--- config.mk ---
export PLATFORM = sky130hd
export DESIGN_NAME = i2s_rx_packer
export DESIGN_NICKNAME = d
export VERILOG_FILES = /design/src/rtl/i2s_rx_packer.sv
export SDC_FILE = /design/constraint.sdc
export NUM_CORES = 1
export LEC_CHECK = 0
export ABC_AREA = 0
export CAP_MARGIN = 20
export CORE_MARGIN = 3
export CORE_UTILIZATION = 45
export DETAILED_ROUTE_END_ITERATION = 10
export PLACE_DENSITY = 0.8
export SETUP_SLACK_MARGIN = 0.4
export SLEW_MARGIN = 15
export SYNTH_ARGS = -nofsm -noshare
export SYNTH_HDL_FRONTEND = slang
export SYNTH_SLANG_ARGS = --single-unit
--- constraint.sdc ---
create_clock -name sck_i -period 2.64 [get_ports sck_i]
set_input_delay 0.528 -clock sck_i [delete_from_list [all_inputs] [get_ports sck_i]]
set_output_delay 0.528 -clock sck_i [all_outputs]
set_load 0.05 [all_outputs]
--- src/rtl/i2s_rx_packer.sv ---
// Packs I2S RX samples (32/2x16/4x8 bits) into 32-bit words for the uDMA RX FIFO.
// Optional feature macro: I2S_RX_PACKER_SIGN_EXT_EN (sign-extend 32-bit-mode samples from cfg_wlen_i).
module i2s_rx_packer (
   input  logic        sck_i,
   input  logic        rstn_i,
   input  logic [31:0] in_data_i,
   input  logic        in_valid_i,
   output logic        in_ready_o,
   output logic [31:0] out_data_o,
   output logic        out_valid_o,
   input  logic        out_ready_i,
   input  logic        cfg_en_i,
   input  logic [1:0]  cfg_pack_i,
   input  logic [4:0]  cfg_wlen_i,
   input  logic        cfg_flush_i,
   output logic        overrun_o
);

   logic [1:0]  lane_q, lane_d;
   logic [31:0] acc_q, acc_d;
   logic [31:0] out_data_q, out_data_d;
   logic        out_valid_q, out_valid_d;
   logic        overrun_q, overrun_d;
   logic        flush_pend_q, flush_pend_d;

   logic [1:0]  last_lane_s;
   logic [31:0] sample_s;
   logic [31:0] merged_s;
   logic        ready_s;
   logic        accept_s;
   logic        out_free_s;

   // Index of the lane that completes a word in the current packing mode.
   always_comb begin
      case (cfg_pack_i)
         2'd1:    last_lane_s = 2'd1;
         2'd2:    last_lane_s = 2'd3;
         default: last_lane_s = 2'd0;
      endcase
   end

`ifdef I2S_RX_PACKER_SIGN_EXT_EN
   // Sample conditioning: sign extension above cfg_wlen_i in 32-bit mode only.
   always_comb begin
      sample_s = in_data_i;
      if ((cfg_pack_i == 2'd0) || (cfg_pack_i == 2'd3)) begin
         for (int i = 0; i < 32; i++) begin
            if (5'(i) > cfg_wlen_i) begin
               sample_s[i] = in_data_i[cfg_wlen_i];
            end else begin
               sample_s[i] = in_data_i[i];
            end
         end
      end else begin
         sample_s = in_data_i;
      end
   end
`else
   logic unused_wlen_s;
   assign unused_wlen_s = ^cfg_wlen_i;
   assign sample_s      = in_data_i;
`endif

   // Accumulator with the incoming sample merged into the current lane.
   always_comb begin
      merged_s = acc_q;
      case (cfg_pack_i)
         2'd1: begin
            if (lane_q[0]) begin
               merged_s[31:16] = sample_s[15:0];
            end else begin
               merged_s[15:0] = sample_s[15:0];
            end
         end
         2'd2: begin
            case (lane_q)
               2'd0:    merged_s[7:0]   = sample_s[7:0];
               2'd1:    merged_s[15:8]  = sample_s[7:0];
               2'd2:    merged_s[23:16] = sample_s[7:0];
               default: merged_s[31:24] = sample_s[7:0];
            endcase
         end
         default: merged_s = sample_s;
      endcase
   end

   // The final lane is blocked only while the output register is full and not draining.
   assign out_free_s = ~out_valid_q | out_ready_i;
   assign ready_s    = cfg_en_i & ~flush_pend_q &
                       ~((lane_q == last_lane_s) & out_valid_q & ~out_ready_i);
   assign accept_s   = in_valid_i & ready_s;

   // Next-state: packing, completion, flush and output handshake.
   always_comb begin
      lane_d       = lane_q;
      acc_d        = acc_q;
      out_data_d   = out_data_q;
      out_valid_d  = out_valid_q;
      flush_pend_d = flush_pend_q;
      overrun_d    = in_valid_i & cfg_en_i & ~ready_s;

      if (out_valid_q && out_ready_i) begin
         out_valid_d = 1'b0;
      end else begin
         out_valid_d = out_valid_q;
      end

      if (!cfg_en_i) begin
         lane_d       = 2'd0;
         acc_d        = 32'd0;
         flush_pend_d = 1'b0;
      end else if (accept_s && (lane_q == last_lane_s)) begin
         // A completing accept makes any simultaneous flush redundant.
         out_data_d   = merged_s;
         out_valid_d  = 1'b1;
         lane_d       = 2'd0;
         acc_d        = 32'd0;
         flush_pend_d = 1'b0;
      end else begin
         if (accept_s) begin
            acc_d  = merged_s;
            lane_d = lane_q + 2'd1;
         end else begin
            acc_d  = acc_q;
            lane_d = lane_q;
         end
         if (cfg_flush_i || flush_pend_q) begin
            if (lane_q == 2'd0) begin
               flush_pend_d = 1'b0;
            end else if (out_free_s) begin
               out_data_d   = accept_s ? merged_s : acc_q;
               out_valid_d  = 1'b1;
               lane_d       = 2'd0;
               acc_d        = 32'd0;
               flush_pend_d = 1'b0;
            end else begin
               flush_pend_d = 1'b1;
            end
         end else begin
            flush_pend_d = flush_pend_q;
         end
      end
   end

   // State registers.
   always_ff @(posedge sck_i or negedge rstn_i) begin
      if (!rstn_i) begin
         lane_q       <= 2'd0;
         acc_q        <= 32'd0;
         out_data_q   <= 32'd0;
         out_valid_q  <= 1'b0;
         overrun_q    <= 1'b0;
         flush_pend_q <= 1'b0;
      end else begin
         lane_q       <= lane_d;
         acc_q        <= acc_d;
         out_data_q   <= out_data_d;
         out_valid_q  <= out_valid_d;
         overrun_q    <= overrun_d;
         flush_pend_q <= flush_pend_d;
      end
   end

   assign in_ready_o  = ready_s;
   assign out_data_o  = out_data_q;
   assign out_valid_o = out_valid_q;
   assign overrun_o   = overrun_q;

endmodule

## Word level (Yosys, flattened, before mapping)

Index checks and enable logic that the tools add are counted.

- Flip-flop bits (word level): 69
- Bits in read-only memories: 0
- Word-level logic and storage cells: 70
- Bits in writable memories: 0
- Memories kept: 0
- Output and inout bits: 35
- Input port bits: 45
- Latch bits: 0

- Eq/ne operators: 7
- Add/sub/neg operators: 1
- Bitwise gates (word level): 13
- Multipliers: 0
- Divide/modulo/power cells: 0
- Reduce and logical (&&, ||, !) cells: 8
- Multiplexer cells: 35
- Shift-type cells: 0
- Magnitude comparators: 0

Operators by type and width:

| kind | count |
|---|---|
| two-way mux 32 bit | 10 |
| case mux 32 bit (2 select lines) | 1 |
| two-way mux 16 bit | 2 |
| two-way mux 8 bit | 4 |
| two-way mux 2 bit | 6 |
| two-way mux 1 bit | 11 |
| AND 1 bit | 7 |
| inverter 1 bit | 5 |
| == test 2 x 1 -> 1 bit, second input constant | 2 |
| == test 2 bit, second input constant | 2 |
| case mux 2 bit (2 select lines) | 1 |
| AND reduction 4 bit | 1 |
| nonzero test 2 bit | 2 |
| != test 3 x 1 -> 1 bit, second input constant | 1 |
| OR reduction 3 bit | 1 |
| adder 2 x 1 -> 2 bit, second input constant | 1 |
| == test 2 bit | 1 |
| logical AND 1 bit | 2 |
| logical NOT 2 bit | 1 |
| != test 2 bit, second input constant | 1 |
| logical OR 1 bit | 1 |
| OR 1 bit | 1 |

## Longest topological paths before layout

Gate-level depths: netlist of run 1.

- Word-level depth: 14
- Gate-level depth with buffers: 9
- Depth with buffers taken out: 6

## Least setup slack after synthesis of run 1

No wires, ideal clock.

- Kind: input to output
- Start point: input port cfg_pack_i[0]
- End point: output port in_ready_o
- Setup slack: -359 ps
- Data arrival time: 2,471 ps
- Stages on the path: 4
- Buffers on the path: 0
- Data required time: 2,112 ps
- Path through: inv_1 -> ha_1 -> xor2_1 -> a311oi_1

- Word-level cells in the longest chain between the ends: 7
- Elaborated cells between the ends (all ways): 8
- Those cells by class: 3 x eq/ne; 1 x mux; 4 x bitwise

RTL lines:

| what | line | source |
|---|---|---|
| start, declared | 13 | `input logic [1:0] cfg_pack_i,` |
| == test 2 bit / == test 2 x 1 -> 1 bit (equally long branches) | 35 | `case (cfg_pack_i)` |
| case mux 2 bit (2 select lines) (*) | 35 |  |
| == test 2 bit (*) | 90 | `~((lane_q == last_lane_s) & out_valid_q & ~out_ready_i);` |
| AND 1 bit (*) (2 in a row) | 90 |  |
| inverter 1 bit (*) | 90 |  |
| AND 1 bit (*) | 89 | `assign ready_s = cfg_en_i & ~flush_pend_q &` |
| end, declared | 8 | `output logic in_ready_o,` |

Every way passes the cells marked *; elsewhere a longest branch is shown, timed or not.

## Worst setup path in the final report of run 1

- Start point: register lane_q[0]
- End point: output port in_ready_o

- Word-level cells in the longest chain between the ends: 5

RTL lines:

| what | line | source |
|---|---|---|
| start, declared | 19 | `logic [1:0] lane_q, lane_d;` |
| start signal, assigned | 155 | `lane_q <= lane_d;` |
| == test 2 bit | 90 |  |
| AND 1 bit (2 in a row) | 90 |  |
| inverter 1 bit | 90 |  |
| AND 1 bit | 89 |  |

No other way between the ends.

==> flow_metrics.py, run 1 <==
metrics = {
    "status": {
        "outcome": "completed",
    },
    "final_layout": {
        "antenna_cells": 0,
        "drive_gt1_share_pct": 12.8,
        "utilization_pct": 63.4,
        "fin_nets": 522,
        "area_delta_synth_final_pct": 35.2,
        "finalNonFillerCells": 577,
        "fin_area_um2": 4970,
    },
    "logic_synthesis": {
        "synth_seq_area_share_pct": 46.9,
        "synth-seq-cells": 69,
        "netlist_top_cells_count": "dfrtp_1 (69), o21ai_0 (42), a21oi_1 (36)",
        "avgSynthCellArea_um2": 9.46,
        "synth_edf_count": 0,
        "synth_most_common_cell": "dfrtp_1",
        "synth_top_cell_area_share_pct": 46.9,
        "yosys-top-cells-area": "dfrtp_1 (47%), mux2i_1 (6.5%), o21ai_0 (5.7%)",
        "synth_cell_types": 37,
        "ys_async_sr_fraction_pct": 100,
        "synth_nets": 440,
        "syn_area_um2": 3680,
        "netlist_instances": 389,
        "synth_top_area_cell": "dfrtp_1",
        "yosys_warnings": 0,
        "ys.flop_type": "dfrtp_1",
    },
    "global_routing": {
        "grt_max_degree": 46,
        "grt-ovfl-total": 0,
        "grt_pass1_wl_um": 17900,
        "antenna_found_initial": 0,
        "track_usage_pct": 25.1,
        "grt_pass1_vias": 3516,
    },
    "placed_design": {
        "gp_congestion": 0.868,
        "dpl.hpwl_um": 7560,
        "portBuffers": 74,
        "placed_cells": 561,
        "place_area_um2": 4740,
        "pre_cts_ws_ns": -0.00824,
    },
    "timing": {
        "fmax_mhz": 447,
        "setup_violations": 0,
        "skew_ns": 0.00951,
        "drv_slew": 0,
        "worstMarginPinSlew_ns": 0.605,
        "final.setup.tns_ns": 0,
        "hold_ws_ns": 0.186,
        "grt_setup_unrepaired": "yes",
        "hold_viol_final": 0,
        "period_needed_ns": 2.24,
        "period_share_pct": 84.7,
        "timing.slew.headroom_pct": 59.7,
        "layout_setup_ws_ns": 0.403,
    },
    "worst_setup_path": {
        "cp.required_ns": 2.11,
        "cp_max_fo": 17,
        "critPathLaunch": "lane_q[0]",
        "reg2reg_from": "lane_q[0]",
        "worstPathArrival_ns": 1.71,
        "cp-start-kind": "flip-flop",
        "crit_type": "reg2out",
        "end_kind": "output port",
    },
    "drt": {
        "wl_per_cell_um": 19.4,
        "drc_errors": 0,
        "first_iter_violations": 370,
        "ant_nets": 0,
        "drt_first_pass_iters": 5,
        "vias": 3566,
        "wl_um": 11200,
        "vias_per_cell": 6.18,
    },
    "hold_path": {
        "hold_class": "in2async",
    },
    "floorplan": {
        "fp.dieH_um": 96.4,
        "top_level_ports": 80,
        "rows": 32,
        "core-area_um2": 7850,
        "start_util_pct": 46.9,
        "chipWidth_um": 96.4,
        "dieArea_um2": 9300,
    },
    "clock_tree": {
        "clockRootBuffer": "clkbuf_8",
        "cts_buffers": 9,
        "cts_sinks": 69,
        "cts_tree": "built",
        "hold_buffers": 0,
        "clk_latency_ns": 0.35,
        "cts-htree-levels": 3,
        "clockBufferDepth": 2,
        "clk_pin_slew_ns": 0.08,
    },
    "run": {
        "drv_cap": 0,
    },
    "pwr": {
        "p_total_mw": 4.28,
        "power.density_nw_per_um2": 860,
        "total_leakage_power_nw": 1.95,
        "irDropWorstVdd_uv": 615,
    },
}
-- worst max-delay path, stage by stage, from the launching register on --
cell	delay [ns]
dfrtp_1	0.39
buf_4	0.24
xor2_4	0.23
a311oi_4	0.33
buf_12	0.18
-- where the power goes --
group	leakage [nW]	internal, mW	total [mW]	switching, mW
sequential	0.901	1.30	1.45	0.148
combinational	0.960	0.697	1.99	1.29
clock	0.0915	0.431	0.847	0.417
-- cell usage in the layout, fill, tap and decap left out, types with 2 or more instances in the layout --
cell type,Yosys,routed
a22o_1,8,8
dfrtp_1,69,69
xnor2_1,3,2
clkbuf_8,0,9
nor3_1,17,17
o22ai_1,8,8
a21oi_1,36,35
buf_4,7,18
ha_1,6,4
clkdlybuf4s15_2,0,2
nand2_1,30,30
a31oi_1,16,16
nand2b_1,14,14
nor2_1,19,19
o21ai_1,7,7
clkdlybuf4s50_1,0,69
o21ai_0,42,42
buf_12,0,10
clkinv_2,0,2
clkinvlp_4,0,2
inv_1,4,3
a211oi_1,16,16
o31ai_1,16,16
mux2i_1,24,24
nand3_1,8,8
-- kinds of logic after synthesis --
logic type               Yosys count  share of synthesized area, %
flip-flops                        69                          46.9
buffers and inverters             35                          4.86
AND/OR/NAND/NOR                   93                          11.9
XOR/XNOR                           5                          1.19
adder cells (fa/ha/maj)            6                          2.04
AO/OA/AOI/OAI                    157                          26.6
multiplexers                      24                          6.53
-- final cells by class --
class                           instances  area, um2
Fill cell                             648       2870
Multi-Input combinational cell        285       1850
Sequential cell                        69       1730
Timing Repair Buffer                  101       1060
Tap cell                              102        128
Clock buffer                            9        124
Clock inverter                          6       63.8
Inverter                                5       18.8
-- metal layers --
layer | track usage [%] | vias up | share of wire (%)
li1 | - | 1596 | -
met1 | 33.9 | 1736 | 41
met2 | 40.3 | 201 | 48
met3 | 5.81 | 33 | 8.5
met4 | 7.94 | 0 | 1.9
met5 | 0 | - | 0
-- path summary, 6_finish.rpt --
kind	to	slack [ns]	cells after the start
worst max-delay path	in_ready_o	0.40	4
worst min-delay path	out_data_o[7]	0.19	1
worst max register to register	acc_q[29]	0.45	7
worst min register to register	out_data_o[8]	0.52	2
max in group asynchronous	out_data_o[1]	1.80	2
min in group sck_i	out_data_o[8]	0.52	2
-- sequential cells by signal, summed over array words and instances, names as in the netlist --
signal        cells
acc_q            32
out_data_o       32
lane_q            2
flush_pend_q      1
out_valid_o       1
overrun_o         1
-- what timing repair did --
action                                  CTS  global route
resized for setup                        13             1
setup buffers                             1             0
pin swaps                                 2             0
endpoints found under the setup margin   18            54
Note: power is estimated with default switching activity, not from simulation.
==> run 2, diff against run 1 <==
PLACE_DENSITY = 0.83   (was 0.8)
clock period = 2 ns   (was 2.64 ns; I/O delays follow)
==> flow_metrics.py, run 2 (synthesis gave the netlist of run 1 again) <==
metrics = {
    "status": {
        "outcome": "finished with violations",
        "violations": "negative setup slack",
    },
    "global_routing": {
        "grt-ovfl-total": 0,
        "antenna_found_initial": 0,
        "grt_pass1_wl_um": 22300,
        "grt_pass1_vias": 4104,
        "grt_max_degree": 47,
        "track_usage_pct": 32.4,
    },
    "worst_setup_path": {
        "slowest_delay_ns": 0.43,
        "crit_type": "reg2reg",
        "cp_top_family": "buffers and inverters",
        "cp_max_fo": 6,
        "r2r_slack_ns": -0.05,
        "end_kind": "flip-flop",
        "worstPathArrival_ns": 2.31,
        "crit_chain": "buf_6 > buf_6 > clkinv_8 > ha_4 > o21bai_4 > o31a_1 > o21ai_4 > buf_6 > buf_12 > buf_16 > nor2_1",
        "cp.required_ns": 2.25,
        "path_common_cell": "buf_6",
        "cp-start-kind": "flip-flop",
        "slowest_stage": "dfrtp_1",
        "crit_buf_inv": 6,
    },
    "drt": {
        "ant_nets": 0,
        "wl_um": 16900,
        "wl_per_cell_um": 27.0,
        "drt_first_pass_iters": 5,
        "drc_errors": 0,
        "first_iter_violations": 438,
        "vias": 4241,
        "vias_per_cell": 6.77,
    },
    "timing": {
        "layout_setup_ws_ns": -0.0523,
        "final.setup.tns_ns": -0.974,
        "grt_setup_unrepaired": "yes",
        "hold_ws_ns": 0.533,
        "worstMarginPinSlew_ns": 0.465,
        "skew_ns": 0.0180,
        "hold_viol_final": 0,
        "setup_violations": 34,
        "period_share_pct": 103,
        "timing.slew.headroom_pct": 69.0,
        "drv_slew": 0,
        "fmax_mhz": 487,
        "period_needed_ns": 2.05,
    },
    "pwr": {
        "clkPwrFrac_pct": 18.3,
        "total_leakage_power_nw": 2.48,
        "p_sw_share_pct": 46.7,
        "intPower_mw": 3.59,
        "irDropWorstVdd_uv": 811,
        "switchingPower_mw": 3.14,
        "pwr-share-comb_pct": 51.6,
        "p_seq_share_pct": 30.1,
        "power.density_nw_per_um2": 1010,
    },
    "clock_tree": {
        "clockRootBuffer": "clkbuf_8",
        "clk_pin_slew_ns": 0.09,
        "cts_tree": "built",
        "clockBufferDepth": 2,
        "cts_buffers": 9,
        "cts_sinks": 69,
        "clk_latency_ns": 0.37,
        "cts-htree-levels": 3,
    },
    "placed_design": {
        "gp_congestion": 0.854,
        "dpl.hpwl_um": 7810,
        "portBuffers": 74,
    },
    "floorplan": {
        "chipWidth_um": 96.4,
        "core-area_um2": 7850,
        "fp.dieH_um": 96.4,
        "top_level_ports": 80,
        "rows": 32,
        "dieArea_um2": 9300,
        "start_util_pct": 46.9,
    },
    "final_layout": {
        "final_common_cell": "dfrtp_1",
        "fin_nets": 570,
        "nFillCells": 345,
        "area_delta_synth_final_pct": 80.5,
        "antenna_cells": 0,
        "ff_latch_area_um2": 1730,
        "layout_common_cells": "dfrtp_1 (66), buf_4 (37), clkdlybuf4s50_1 (36)",
        "multi_input_area_um2": 2830,
        "drive_gt1_share_pct": 50.8,
    },
    "run": {
        "drv_cap": 0,
    },
    "hold_path": {
        "hold_class": "reg2reg",
    },
}
-- run 2: cell types whose count changed in the layout (fill, tap and decap cells not counted), sizes merged --
cell | previous run | this run
buf | 29 | 79
clkdlybuf4s50 | 69 | 36
clkdlybuf4s15 | 2 | 30
clkbuf | 9 | 12
clkinv | 3 | 4
clkinvlp | 2 | 1
dlygate4sd2 | 1 | 0
dlygate4sd3 | 0 | 1
inv | 5 | 6
-- run 2: cell type report --
cell class / instances / area share, %
Multi-Input combinational cell: 285 / 42.6
Sequential cell: 69 / 26.1
Timing Repair Buffer: 149 / 25.9
Tap cell: 102 / 1.92
Clock buffer: 9 / 1.87
Clock inverter: 7 / 1.11
Inverter: 5 / 0.509
-- run 2: power groups by stage --
stage	clock network, mW	registers (mW)	logic [mW]
after global placement	0	1.93	2.61
after floorplan	0	2.89	0.705
after CTS	1.18	1.92	2.93
after detailed placement	0	1.93	2.65
final	1.23	2.02	3.47
after global routing	1.30	2.03	3.59
-- run 2: tightest hold or removal path, stage by stage, from the launching register on --
cell,delay (ns)
dfrtp_1,0.38
o21ai_2,0.07
o31ai_2,0.05
-- run 2: path summary, 6_finish.rpt --
| kind | from | depth (start not counted) | to |
|---|---|---|---|
| hold reg to reg | out_data_o[10] | 2 | out_data_o[10] |
| setup / recovery | lane_q[0] | 11 | lane_q[0] |
| hold / removal | out_data_o[10] | 2 | out_data_o[10] |
| min in group asynchronous | rstn_i | 3 | out_data_o[8] |
| max in group asynchronous | rstn_i | 3 | out_data_o[15] |
| setup reg to reg | lane_q[0] | 11 | lane_q[0] |
-- run 2: stage by stage --
step	utilization, %	setup slack, ns	total power, mW	cell area (um2)	std cells
floorplan	-	0.146	3.59	3900	389
global placement	62.8	-0.514	4.54	4930	571
detailed placement	62.8	-0.577	4.58	4930	571
global route	84.6	-0.115	6.92	6640	626
CTS	76.0	0.0453	6.02	5960	614
finish	84.6	-0.0523	6.73	6640	626
-- run 2: per-layer routing --
layer | share of wire (%) | vias up | GRT usage [%] | wire length (um)
met2 | 48 | 365 | 54.7 | 8130
li1 | - | 1698 | - | -
met1 | 35 | 2055 | 40.1 | 5860
met5 | 0 | - | 0 | 0
met4 | 6.9 | 0 | 13.9 | 1160
met3 | 10 | 123 | 7.13 | 1760
-- run 2: what timing repair did --
action                                  in CTS  in global routing
gates cloned                                 8                  0
pin swaps                                   37                 46
endpoints found under the setup margin     102                 70
setup buffers                               19                 11
hold buffers                                 0                  1
gates resized for setup                    213                128
endpoints found under the hold margin        0                  1
